[src/rtl/seq_detect_param.sv]
`default_nettype none
// ---------------------------------------------------------------------------
// seq_detect_param : serial pattern detector with a loadable pattern and length,
//                    overlap control, and a saturating match counter. Rev 1.0
// ---------------------------------------------------------------------------
module seq_detect_param #(
  parameter int MAXLEN = 8,
  parameter int CNTW   = 16,
  localparam int LW    = $clog2(MAXLEN + 1)
) (
  input  logic              clock,
  input  logic              reset,
  input  logic              I,
  input  logic              en,
  input  logic              load,
  input  logic [MAXLEN-1:0] pat_in,
  input  logic [LW-1:0]     len_in,
  input  logic              overlap,
  input  logic              count_clr,
  output logic              F,
  output logic [CNTW-1:0]   match_count,
  output logic              cfg_err
);

  localparam logic [LW-1:0]     MAX_FILL = LW'(MAXLEN);
  localparam logic [LW-1:0]     RST_LEN  = LW'(4);
  localparam logic [MAXLEN-1:0] RST_PAT  = MAXLEN'(4'b1001);
  localparam logic [CNTW-1:0]   CNT_MAX  = {CNTW{1'b1}};

  logic [MAXLEN-1:0] pat_q, pat_d;
  logic [MAXLEN-1:0] hist_q, hist_d;
  logic [LW-1:0]     len_q, len_d;
  logic [LW-1:0]     fill_q, fill_d;
  logic              f_q, f_d;
  logic              cfg_err_q, cfg_err_d;
  logic [CNTW-1:0]   cnt_q, cnt_d;

  logic [MAXLEN-1:0] hist_shift;
  logic [MAXLEN-1:0] len_mask;
  logic [LW:0]       fill_p1;
  logic [LW-1:0]     fill_sat;
  logic              len_ok;
  logic              enough;
  logic              match;

  // Match evaluation against the history as it will be after this edge's shift
  always_comb begin
    len_mask = '0;
    for (int i = 0; i < MAXLEN; i++) begin
      len_mask[i] = (i < int'(len_q));
    end
    hist_shift = {hist_q[MAXLEN-2:0], I};
    fill_p1    = {1'b0, fill_q} + {{LW{1'b0}}, 1'b1};
    fill_sat   = (fill_q == MAX_FILL) ? MAX_FILL : fill_p1[LW-1:0];
    enough     = (fill_p1 >= {1'b0, len_q});
    len_ok     = (len_in != '0) && (len_in <= MAX_FILL);
    match      = en && !load && enough &&
                 ((hist_shift & len_mask) == (pat_q & len_mask));
  end

  always_comb begin
    pat_d     = pat_q;
    len_d     = len_q;
    hist_d    = hist_q;
    fill_d    = fill_q;
    f_d       = 1'b0;
    cfg_err_d = 1'b0;
    if (load) begin
      if (len_ok) begin
        pat_d  = pat_in;
        len_d  = len_in;
        hist_d = '0;
        fill_d = '0;
      end else begin
        cfg_err_d = 1'b1;
      end
    end else if (en) begin
      hist_d = hist_shift;
      f_d    = match;
      // Non-overlapping mode: the next match must be built from fresh bits only
      fill_d = (match && !overlap) ? '0 : fill_sat;
    end
  end

  always_comb begin
    cnt_d = cnt_q;
    if (count_clr) begin
      cnt_d = '0;
    end else if (match && (cnt_q != CNT_MAX)) begin
      cnt_d = cnt_q + CNTW'(1);
    end
  end

  always_ff @(posedge clock or negedge reset) begin
    if (!reset) begin
      pat_q     <= RST_PAT;
      len_q     <= RST_LEN;
      hist_q    <= '0;
      fill_q    <= '0;
      f_q       <= 1'b0;
      cfg_err_q <= 1'b0;
      cnt_q     <= '0;
    end else begin
      pat_q     <= pat_d;
      len_q     <= len_d;
      hist_q    <= hist_d;
      fill_q    <= fill_d;
      f_q       <= f_d;
      cfg_err_q <= cfg_err_d;
      cnt_q     <= cnt_d;
    end
  end

  assign F           = f_q;
  assign match_count = cnt_q;
  assign cfg_err     = cfg_err_q;

endmodule
`default_nettype wire
[config.mk]
export PLATFORM = sky130hd
export DESIGN_NAME = seq_detect_param
export DESIGN_NICKNAME = d
export VERILOG_FILES = /design/src/rtl/seq_detect_param.sv
export SDC_FILE = /design/constraint.sdc
export NUM_CORES = 1
export LEC_CHECK = 0
export ABC_AREA = 1
export BUFFER_PORTS_ARGS = -buffer_cell sky130_fd_sc_hd__buf_2
export CORE_ASPECT_RATIO = 1.25
export CORE_MARGIN = 2
export CORE_UTILIZATION = 57
export DETAILED_ROUTE_END_ITERATION = 10
export PLACE_DENSITY = 0.85
export RECOVER_POWER = 25
export SYNTH_ARGS = -nofsm -noshare
export SYNTH_HDL_FRONTEND = slang
export SYNTH_SLANG_ARGS = --single-unit
export TNS_END_PERCENT = 30
[constraint.sdc]
create_clock -name clock -period 2.33 [get_ports clock]
set_clock_uncertainty 0.05 [all_clocks]
set_input_delay 0.1165 -clock clock [delete_from_list [all_inputs] [get_ports clock]]
set_output_delay 0.1165 -clock clock [all_outputs]
set_load 0.005 [all_outputs]
==> results of run 1 <==
[state kept, by name, indices dropped and copies added (netlist names)]
| signal | count |
|---|---|
| pat_q | 8 |
| len_q | 4 |
| hist_q | 7 |
| fill_q | 4 |
| match_count | 16 |
| F | 1 |
| cfg_err | 1 |
[worst max-delay path, cell delays in order (launching register included)]
cell and delay, ns:
dfrtp_2 0.45, ha_1 0.24, xor2_1 0.18, ha_1 0.31
nand2_1 0.05, inv_1 0.05, nand3_1 0.08, nor2_1 0.10
nor2_1 0.07, nor2_4 0.17, nand3_4 0.15, nand3_1 0.12
nand2_1 0.07
[area by class of cell]
type / instances / area (um2) / area share
clock inverter: 2 / 10.0 / 0.00338
multi-input combinational: 259 / 1350 / 0.457
inverter: 57 / 214 / 0.0722
clock buffer: 6 / 72.6 / 0.0245
timing repair buffer: 40 / 208 / 0.0701
sequential: 41 / 1030 / 0.348
tap: 58 / 72.6 / 0.0245
[cells by family after synthesis]
logic type	synth area share
simple gates	0.379
buf+inv	0.101
flops	0.393
compound gates	0.0530
xor+xnor	0.0401
fa+ha+maj	0.0334
[routing by layer]
layer / up-vias / global-route usage
li1: 1242 / -
met1: 1151 / 0.269
met2: 55 / 0.439
met3: 15 / 0.0451
met4: 0 / 0.0830
met5: - / 0
[stage by stage]
stage	instance area [um2]	setup slack, ns	std cells
4_1_cts	2940	0.0655	462
3_3_place_gp	2830	0.135	451
2_1_floorplan	2620	0.221	365
5_1_grt	2960	-0.0126	463
6_report	2960	0.110	463
3_5_place_dp	2830	0.0326	451
[path summary, 6_finish.rpt]
kind	from	end	slack, ns	cells past startpoint
max	fill_q[0]	match_count[8]	0.11	12
min	pat_in[6]	pat_q[6]	0.002	3
max reg2reg	fill_q[0]	match_count[8]	0.11	12
min reg2reg	pat_q[3]	pat_q[3]	0.44	2
max in group asynchronous	reset	fill_q[0]	1.18	2
min in group asynchronous	reset	pat_q[1]	0.43	2
[placed cells by master (no fill, tap or decap)]
master         instances
a21oi_1                6
buf_2                 31
clkbuf_1               7
clkbuf_8               5
clkinv_2               2
dfrtp_1               37
dfrtp_2                1
dfstp_2                3
dlygate4sd3_1          3
ha_1                   7
inv_1                 53
inv_2                  4
nand2_1              105
nand2_2                4
nand3_1               32
nand3_2                2
nand3_4                3
nand4_1               23
nor2_1                37
nor2_2                 2
nor2_4                 4
nor2_8                 1
nor3_1                 2
o21ai_0               11
o21bai_1               2
o22ai_1                5
o31ai_1                1
xnor2_1                2
xor2_1                10
[power by group through the flow]
stage / logic [mW] / registers [mW] / clock network (mW)
floorplan: 0.265 / 0.817 / 0
global placement: 0.336 / 0.827 / 0
detailed placement: 0.351 / 0.830 / 0
CTS: 0.358 / 0.817 / 0.468
global route: 0.422 / 0.825 / 0.497
finish: 0.371 / 0.819 / 0.459
[what timing repair did]
item	in CTS	in global routing
setup buffers	0	0
endpoints found under the setup margin	2	20
pin swaps	1	1
resized for setup	1	4
hold endpoints to repair	40	0
hold buffers	3	0
gates cloned	0	1
==> results by group, run 1 <==
Placed design
  • GPL Wtd Cong: 0.926
  • Hpwl dp: 4260 um
  • Buffers on Ports: 36

Cells and area
  • Layout cells sized above 1: 0.153
  • # fillers: 376
  • Layout Utilization: 0.669
  • Antenna cells: 0
  • Final #Nets: 430
  • P&R area growth vs syn: 13.1%

Clocking
  • H-tree levels: 2
  • Clock Tree Buf Depth: 2
  • Sink Count: 41
  • CTS root buffer: clkbuf_8
  • Worst skew pair latency: 0.30 ns
  • CTS clock-pin slew for the worst setup and hold paths: 0.08 ns
  • CTS tree: built
  • TritonCTS Buffers: 5

Run
  • Max-cap viol count: 0

Timing
  • F_max: 0.450 GHz
  • Worst hold slack: 0.00188 ns
  • Final-report hold violation count: 0
  • Final setup viols: 0
  • RSZ-0062 raised after global routing: yes
  • Post-route clock period utilization: 0.953
  • Worst relative slew slack: 0.378
  • Fin. max-slew vios: 0
  • TNS Setup: 0 ns
  • Worst-Margin Slew: 0.932 ns
  • Fin crit period: 2.22 ns

Route
  • First drt pass iteration count: 4
  • DRT iter0 DRCs: 169
  • Met2 wire len: 3120 um
  • WL met1: 2400 um
  • Top sig layer: met4
  • Via Count: 2463
  • DR WL/cell: 12.7 um
  • ANT nets after route: 0
  • Vias/cell: 5.32
  • DRC viols: 0
  • Met3 WL: 222 um
  • Drt total wl: 5870 um

Power
  • Sw frac: 0.330
  • Pwr dens: 557 nW/um2
  • Switching power: 0.544 mW
  • Clock Power Share: 0.278
  • Logic pwr share: 0.225
  • Flop pwr share: 0.497
  • LEAKAGE: 1.64 nW
  • Worst vdd ir: 343 uV
  • Power consumption: 1.65 mW
  • Internal: 1.10 mW

Critical path
  • Worst-path fanout max: 8
  • Critical Path RT: 2.46 ns
  • Kind of critical path: register to register
  • Worst Path Arrival: 2.35 ns
  • Nature of the critical path endpoint: register
  • Startpoint type of the worst setup path: register

Die
  • Num rows: 27
  • Io pins: 37
  • Die Ht: 79.8 um
  • Die ar.: 5160 um2
  • Core box area: 4430 um2
  • Chip Width: 64.6 um
  • Initial Util: 0.592

Logic synthesis
  • Post-synth top area cell: dfrtp_1
  • Sequential area share after synthesis: 0.393
  • Dominant synthesized flop cell: dfrtp_1
  • Synthesis-stage register bit count: 41
  • Top post-synthesis cells by count: nand2_1 (105), inv_1 (53), dfrtp_1 (38), nor2_1 (38), nand3_1 (33)
  • YS warnings: 0
  • Synthesized area: 2620 um2
  • Number of synthesized flops with an enable pin: 0
  • Post-Syn Area per Cell: 7.17 um2
  • Share of async-settable or async-resettable flops after synthesis: 1.00
  • Post-synthesis cell type count: 27
  • Mapped Cells: 365
  • Area contributors post-synth: dfrtp_1 (36%), nand2_1 (15%), inv_1 (7.6%)
  • Synth top area share: 0.363
  • Syn nets: 391
  • Most common cell in the netlist: nand2_1

GRT
  • Congestion Overflow GR: 0
  • Largest net degree at the start of global routing: 42
  • Initial antenna violation count: 0
  • Vias in the first global route: 2199
  • First-pass GRT wire length: 9560 um
  • GRT Util Overall: 0.237

Worst hold path
  • Hold Path Class: input pin to register

Status
  • Status: finished clean
(Power assumes the default switching activity.)
==> inputs of run 2 (changes only) <==
Settings changed: ABC_CLOCK_PERIOD_IN_PS set to 2330, BUFFER_PORTS_ARGS -buffer_cell sky130_fd_sc_hd__buf_2 to -buffer_cell sky130_fd_sc_hd__clkbuf_2.
==> run 2 against run 1 <==
Compared with the run above:
- count of clock-buffer cells in the layout did not move
- power increased by 1.8%
- register-to-register slack about the same
- clock power barely moved
==> results by group, run 2 (same netlist as run 1, synthesis figures left out) <==
Status
  • Status: finished clean

Timing
  • Final setup viols: 0 (unchanged)
  • Fin. max-slew vios: 0 (unchanged)
  • Final-report hold violation count: 0 (unchanged)
  • Post-route clock period utilization: 0.958 (+0.00464)
  • Worst-Margin Slew: 1.02 ns (+0.0918 ns)
  • Worst relative slew slack: 0.317 (-0.0612)
  • RSZ-0062 raised after global routing: yes
  • F_max: 0.448 GHz (-0.48%)
  • Final worst slack: 0.0989 ns (-0.0108 ns)
  • Fin crit period: 2.23 ns (+0.0108 ns)

Critical path
  • Kind of critical path: register to register
  • FF-to-FF setup slack: 0.1 ns (about the same)
  • Critical Path RT: 2.46 ns (about the same)
  • Slowest cell on the critical path: dfrtp_2
  • CP peak stage delay: 0.46 ns (about the same)
  • CP cell instances: ha_4 > xor2_1 > ha_1 > nand2_1 > inv_1 > nand3_2 > nor2_2 > nor2_2 > nor2_4 > nand3_4 > nand3_2 > nand2_1
  • Worst-path fanout max: 8 (unchanged)
  • Nature of the critical path endpoint: register
  • Worst Path Arrival: 2.36 ns (about the same)
  • Startpoint type of the worst setup path: register

Placed design
  • GPL Wtd Cong: 0.940 (+1.5%)
  • Buffers on Ports: 36 (unchanged)
  • Cell count after placement: 452 (+0.22%)
  • Hpwl dp: 4260 um (about the same)
  • Pre-CTS setup slack: -0.0217 ns (-0.0543 ns)
  • Area after DPL: 2840 um2 (+0.27%)

Clocking
  • TritonCTS Buffers: 5 (unchanged)
  • H-tree levels: 2 (unchanged)
  • CTS root buffer: clkbuf_8
  • Clock Tree Buf Depth: 2 (unchanged)
  • Sink Count: 41 (unchanged)
  • CTS tree: built
  • CTS clock-pin slew for the worst setup and hold paths: 0.08 ns (about the same)
  • Worst skew pair latency: 0.30 ns (about the same)

Route
  • DR WL/cell: 12.8 um (+0.88%)
  • Drt total wl: 5960 um (+1.5%)
  • DRC viols: 0 (unchanged)
  • First drt pass iteration count: 4 (unchanged)
  • Vias/cell: 5.20 (-2.3%)
  • ANT nets after route: 0 (unchanged)
  • Via Count: 2423 (-1.6%)
  • DRT iter0 DRCs: 144 (-15%)

Die
  • Io pins: 37 (unchanged)
  • Core box area: 4430 um2 (unchanged)
  • Num rows: 27 (unchanged)
  • Die Ht: 79.8 um (unchanged)
  • Chip Width: 64.6 um (unchanged)
  • Die ar.: 5160 um2 (unchanged)
  • Initial Util: 0.592 (unchanged)

Power
  • Sw frac: 0.333 (+0.00321)
  • Internal: 1.12 mW (+1.3%)
  • Worst vdd ir: 338 uV (-1.4%)
  • Switching power: 0.559 mW (+2.7%)
  • Pwr dens: 549 nW/um2 (-1.4%)
  • LEAKAGE: 1.66 nW (+1.4%)
  • Clock Power Share: 0.275 (-0.003)
  • Flop pwr share: 0.490 (-0.007)
  • Logic pwr share: 0.236 (+0.011)

GRT
  • Vias in the first global route: 2286 (+4.0%)
  • Initial antenna violation count: 0 (unchanged)
  • Congestion Overflow GR: 0 (unchanged)
  • GRT Util Overall: 0.247 (+0.0108)
  • Largest net degree at the start of global routing: 42 (unchanged)
  • First-pass GRT wire length: 9850 um (+3.0%)

Run
  • Max-cap viol count: 0 (unchanged)

Cells and area
  • Final #Nets: 433 (+0.70%)
  • Most common cell after layout, fill and taps aside: nand2_1
  • Antenna cells: 0 (unchanged)
  • Final std cells w/o fill: 466 (+0.65%)
  • Commonest cells after routing, fill and taps aside: nand2_1 (105), inv_1 (53), dfrtp_1 (37)
  • Max reg flops: 16 (unchanged)
  • P&R area growth vs syn: 16.7%
  • Layout cells sized above 1: 0.199 (+0.0454)
  • Cell area after layout: 3060 um2 (+3.2%)
  • Layout Utilization: 0.690 (+0.0212)

Worst hold path
  • Hold Path Class: input pin to register
run 2: layer usage:
metal	share of wire	GRT usage	wire, um	up-vias
met1	0.41	0.278	2440	1126
li1	-	-	-	1249
met4	0.017	0.111	102	0
met3	0.031	0.0536	183	10
met2	0.54	0.446	3230	38
met5	0	0	0	-
run 2: critical path: cells and delay by family, from the launching register on:
family | cells | cell delay [ns]
simple gates | 8 | 0.87
fa+ha+maj | 2 | 0.49
flops | 1 | 0.46
xor+xnor | 1 | 0.17
buf+inv | 1 | 0.07
run 2: layout make-up:
type | instances | area (um2)
Tap cell | 58 | 72.6
Sequential cell | 41 | 1030
Fill cell | 381 | 1370
Multi-Input combinational cell | 259 | 1420
Clock inverter | 2 | 10.0
Clock buffer | 6 | 72.6
Timing Repair Buffer | 43 | 239
Inverter | 57 | 214
run 2: final timing paths:
check                      cells after the start         endpoint       from
max reg2reg                                   12  match_count[14]  fill_q[0]
min reg2reg                                    2         pat_q[3]   pat_q[3]
min                                            3         pat_q[5]  pat_in[5]
max in group asynchronous                      3        fill_q[0]      reset
min in group asynchronous                      3        hist_q[1]      reset
max                                           12  match_count[14]  fill_q[0]
run 2: power groups by stage:
| stage | Sequential [mW] | Clock, mW | Combinational (mW) |
|---|---|---|---|
| finish | 0.822 | 0.461 | 0.395 |
| global route | 0.829 | 0.501 | 0.457 |
| CTS | 0.818 | 0.466 | 0.365 |
| detailed placement | 0.831 | 0 | 0.355 |
| global placement | 0.827 | 0 | 0.338 |
| floorplan | 0.817 | 0 | 0.265 |
run 2: metrics by stage:
step | TNS, ns | power, mW | hold slack (ns)
after floorplan | 0 | 1.08 | -0.229
after global placement | 0 | 1.16 | 0.160
after detailed placement | -0.0937 | 1.19 | 0.167
after CTS | 0 | 1.65 | 0.000781
after global routing | -0.115 | 1.79 | 0.00824
final | 0 | 1.68 | 0.00189
run 2: timing repair:
item | 4_1_cts | 5_1_grt
endpoints found under the hold margin | 41 | 0
gates resized for setup | 1 | 17
setup endpoints to repair | 14 | 20
buffers inserted | 0 | 1
hold buffers | 4 | 0
gates cloned | 0 | 1
pin swaps | 1 | 4
==> inputs of run 3 (changes only) <==
Settings changed: CORE_UTILIZATION 57 to 43, PLACE_DENSITY 0.85 to 0.69.
==> run 3 against run 2 <==
Compared with the run above:
- first-iteration DRC count is 29% higher
- largest power group unchanged
- core utilization shrank 16 points
- critical endpoint is now match_count[3]
- combinational power increased by 2%
- global-route usage fell by 6.1 points
- count of clock-buffer cells in the layout is the same
- flip-flop and latch count unchanged
- critical path type unchanged
- worst hold slack improved by 0.0095 ns
- non-clock buffer count is 1 higher
==> results by group, run 3 (same netlist as run 1, synthesis figures left out) <==
Route
  • Via Count: 2507 (+3.5%)
  • ANT nets after route: 0 (unchanged)
  • DR WL/cell: 12.6 um (-1.4%)
  • Drt total wl: 6190 um (+3.9%)
  • DRC viols: 0 (unchanged)
  • First drt pass iteration count: 4 (unchanged)
  • DRT iter0 DRCs: 186 (+29%)
  • Vias/cell: 5.11 (-1.8%)

Clocking
  • Worst skew pair latency: 0.29 ns (about the same)
  • CTS clock-pin slew for the worst setup and hold paths: 0.08 ns (about the same)
  • Clock Tree Buf Depth: 2 (unchanged)
  • TritonCTS Buffers: 5 (unchanged)
  • CTS tree: built
  • CTS root buffer: clkbuf_8
  • H-tree levels: 2 (unchanged)
  • Sink Count: 41 (unchanged)
  • Setup Fix Bufs, Post-CTS: 0 (unchanged)

GRT
  • Congestion Overflow GR: 0 (unchanged)
  • Vias in the first global route: 2290 (+0.17%)
  • First-pass GRT wire length: 10100 um (+2.5%)
  • GRT Util Overall: 0.187 (-0.0608)
  • Initial antenna violation count: 0 (unchanged)
  • Largest net degree at the start of global routing: 42 (unchanged)

Timing
  • RSZ-0062 raised after global routing: yes
  • Worst relative slew slack: 0.275 (-0.0417)
  • Fin crit period: 2.21 ns (-0.0254 ns)
  • Final-report hold violation count: 0 (unchanged)
  • Worst-Margin Slew: 1.09 ns (+0.0614 ns)
  • Post-route clock period utilization: 0.947 (-0.0109)
  • Fin. max-slew vios: 0 (unchanged)
  • F_max: 0.453 GHz (+1.1%)
  • Final setup viols: 0 (unchanged)

Critical path
  • Startpoint type of the worst setup path: register
  • Crit path from: fill_q[1]
  • Slowest cell on the critical path: dfrtp_1
  • WP depth: 12 (unchanged)
  • Critical Path RT: 2.46 ns (about the same)
  • Nature of the critical path endpoint: register
  • Worst reg2reg path depth: 12 (unchanged)
  • FF-to-FF setup slack: 0.12 ns (+0.03 ns)
  • Buffers & Inverters on Critical Path: 1 (unchanged)
  • Worst reg2reg startpoint: fill_q[1]
  • CP cell instances: ha_4 > xor2_1 > ha_1 > nand2_1 > inv_1 > nand3_2 > nor2_2 > nor2_2 > nor2_4 > nand3_4 > nand3_2 > nand2_1
  • Crit path max-delay family: simple AND/OR/NAND/NOR gates
  • Worst Path Arrival: 2.34 ns (-0.02 ns)
  • Kind of critical path: register to register
  • Worst-path fanout max: 8 (unchanged)
  • CP peak stage delay: 0.44 ns (-0.02 ns)

Placed design
  • Hpwl dp: 4290 um (+0.68%)
  • GPL Wtd Cong: 0.903 (-3.9%)
  • Area after DPL: 2870 um2 (+1.1%)
  • Buffers on Ports: 36 (unchanged)

Die
  • Io pins: 37 (unchanged)
  • Die Ht: 91.3 um (+14%)
  • Chip Width: 73.8 um (+14%)
  • Initial Util: 0.447 (-0.145)
  • Core box area: 5860 um2 (+32%)
  • Num rows: 31 (+15%)
  • Die ar.: 6730 um2 (+31%)

Power
  • Worst vdd ir: 288 uV (-15%)
  • Pwr dens: 545 nW/um2 (-0.67%)
  • LEAKAGE: 1.65 nW (-0.42%)
  • Power consumption: 1.70 mW (+1.3%)

Run
  • Max-cap viol count: 0 (unchanged)

Worst hold path
  • Hold Crit Depth: 3 (unchanged)
  • Hold Path Class: input pin to register
  • Hold path start: pat_in[4]

Cells and area
  • Cell area after layout: 3120 um2 (+2.0%)
  • Final #Nets: 434 (+0.23%)
  • Most common cell after layout, fill and taps aside: nand2_1
  • # fillers: 568 (+49%)
  • P&R area growth vs syn: 19.0%
  • Layout Utilization: 0.532 (-0.158)
  • Layout cells sized above 1: 0.198 (-0.000485)
  • Commonest cells after routing, fill and taps aside: nand2_1 (104), inv_1 (53), dfrtp_1 (37)
  • Antenna cells: 0 (unchanged)
  • Max reg flops: 16 (unchanged)

Status
  • Status: finished clean
==> run 3: report_power, final <==
part           internal, mW  total [mW]  switching, mW
clock network         0.211       0.477          0.266
logic                 0.149       0.404          0.254
registers             0.766       0.819         0.0524
total                  1.13        1.70          0.573
==> run 3: cell type report <==
class | count | area, um2 | area share
clock inverters | 2 | 15.0 | 0.00482
inverters | 57 | 214 | 0.0686
well taps | 82 | 103 | 0.0329
clock buffers | 6 | 72.6 | 0.0233
flip-flops and latches | 41 | 1030 | 0.331
multi-input cells | 259 | 1430 | 0.459
repair buffers | 44 | 250 | 0.0803
==> run 3: what timing repair did <==
| action | CTS | global route |
|---|---|---|
| endpoints found under the hold margin | 43 | 0 |
| setup endpoints to repair | 0 | 20 |
| gates resized for setup | 0 | 20 |
| hold buffers | 6 | 0 |
==> run 3: worst paths after layout <==
check | end
setup / recovery | match_count[3]
hold / removal | pat_q[4]
setup reg to reg | match_count[3]
hold reg to reg | pat_q[0]
max in group asynchronous | fill_q[0]
min in group asynchronous | match_count[15]
==> run 3: metal layers <==
metal  global-route usage  up-vias  routed length [um]
met3               0.0300        8                 291
met1                0.239     1180                2650
li1                     -     1250                   -
met2                0.321       69                3170
met4               0.0455        0                  76
met5                    0        -                   0
==> run 3: tightest hold or removal path: stages <==
cell	delay [ns]
clkbuf_2	0.08
nor2_1	0.09
a21oi_1	0.04
==> run 3: stage by stage <==
step,setup slack [ns],instances,hold slack (ns),setup TNS [ns]
2_1_floorplan,0.221,365,-0.229,0
3_3_place_gp,0.136,476,0.168,0
3_5_place_dp,0.0795,476,0.177,0
4_1_cts,0.0745,490,0.00707,0
5_1_grt,-0.0555,491,0.0240,-0.319
6_report,0.124,491,0.0114,0
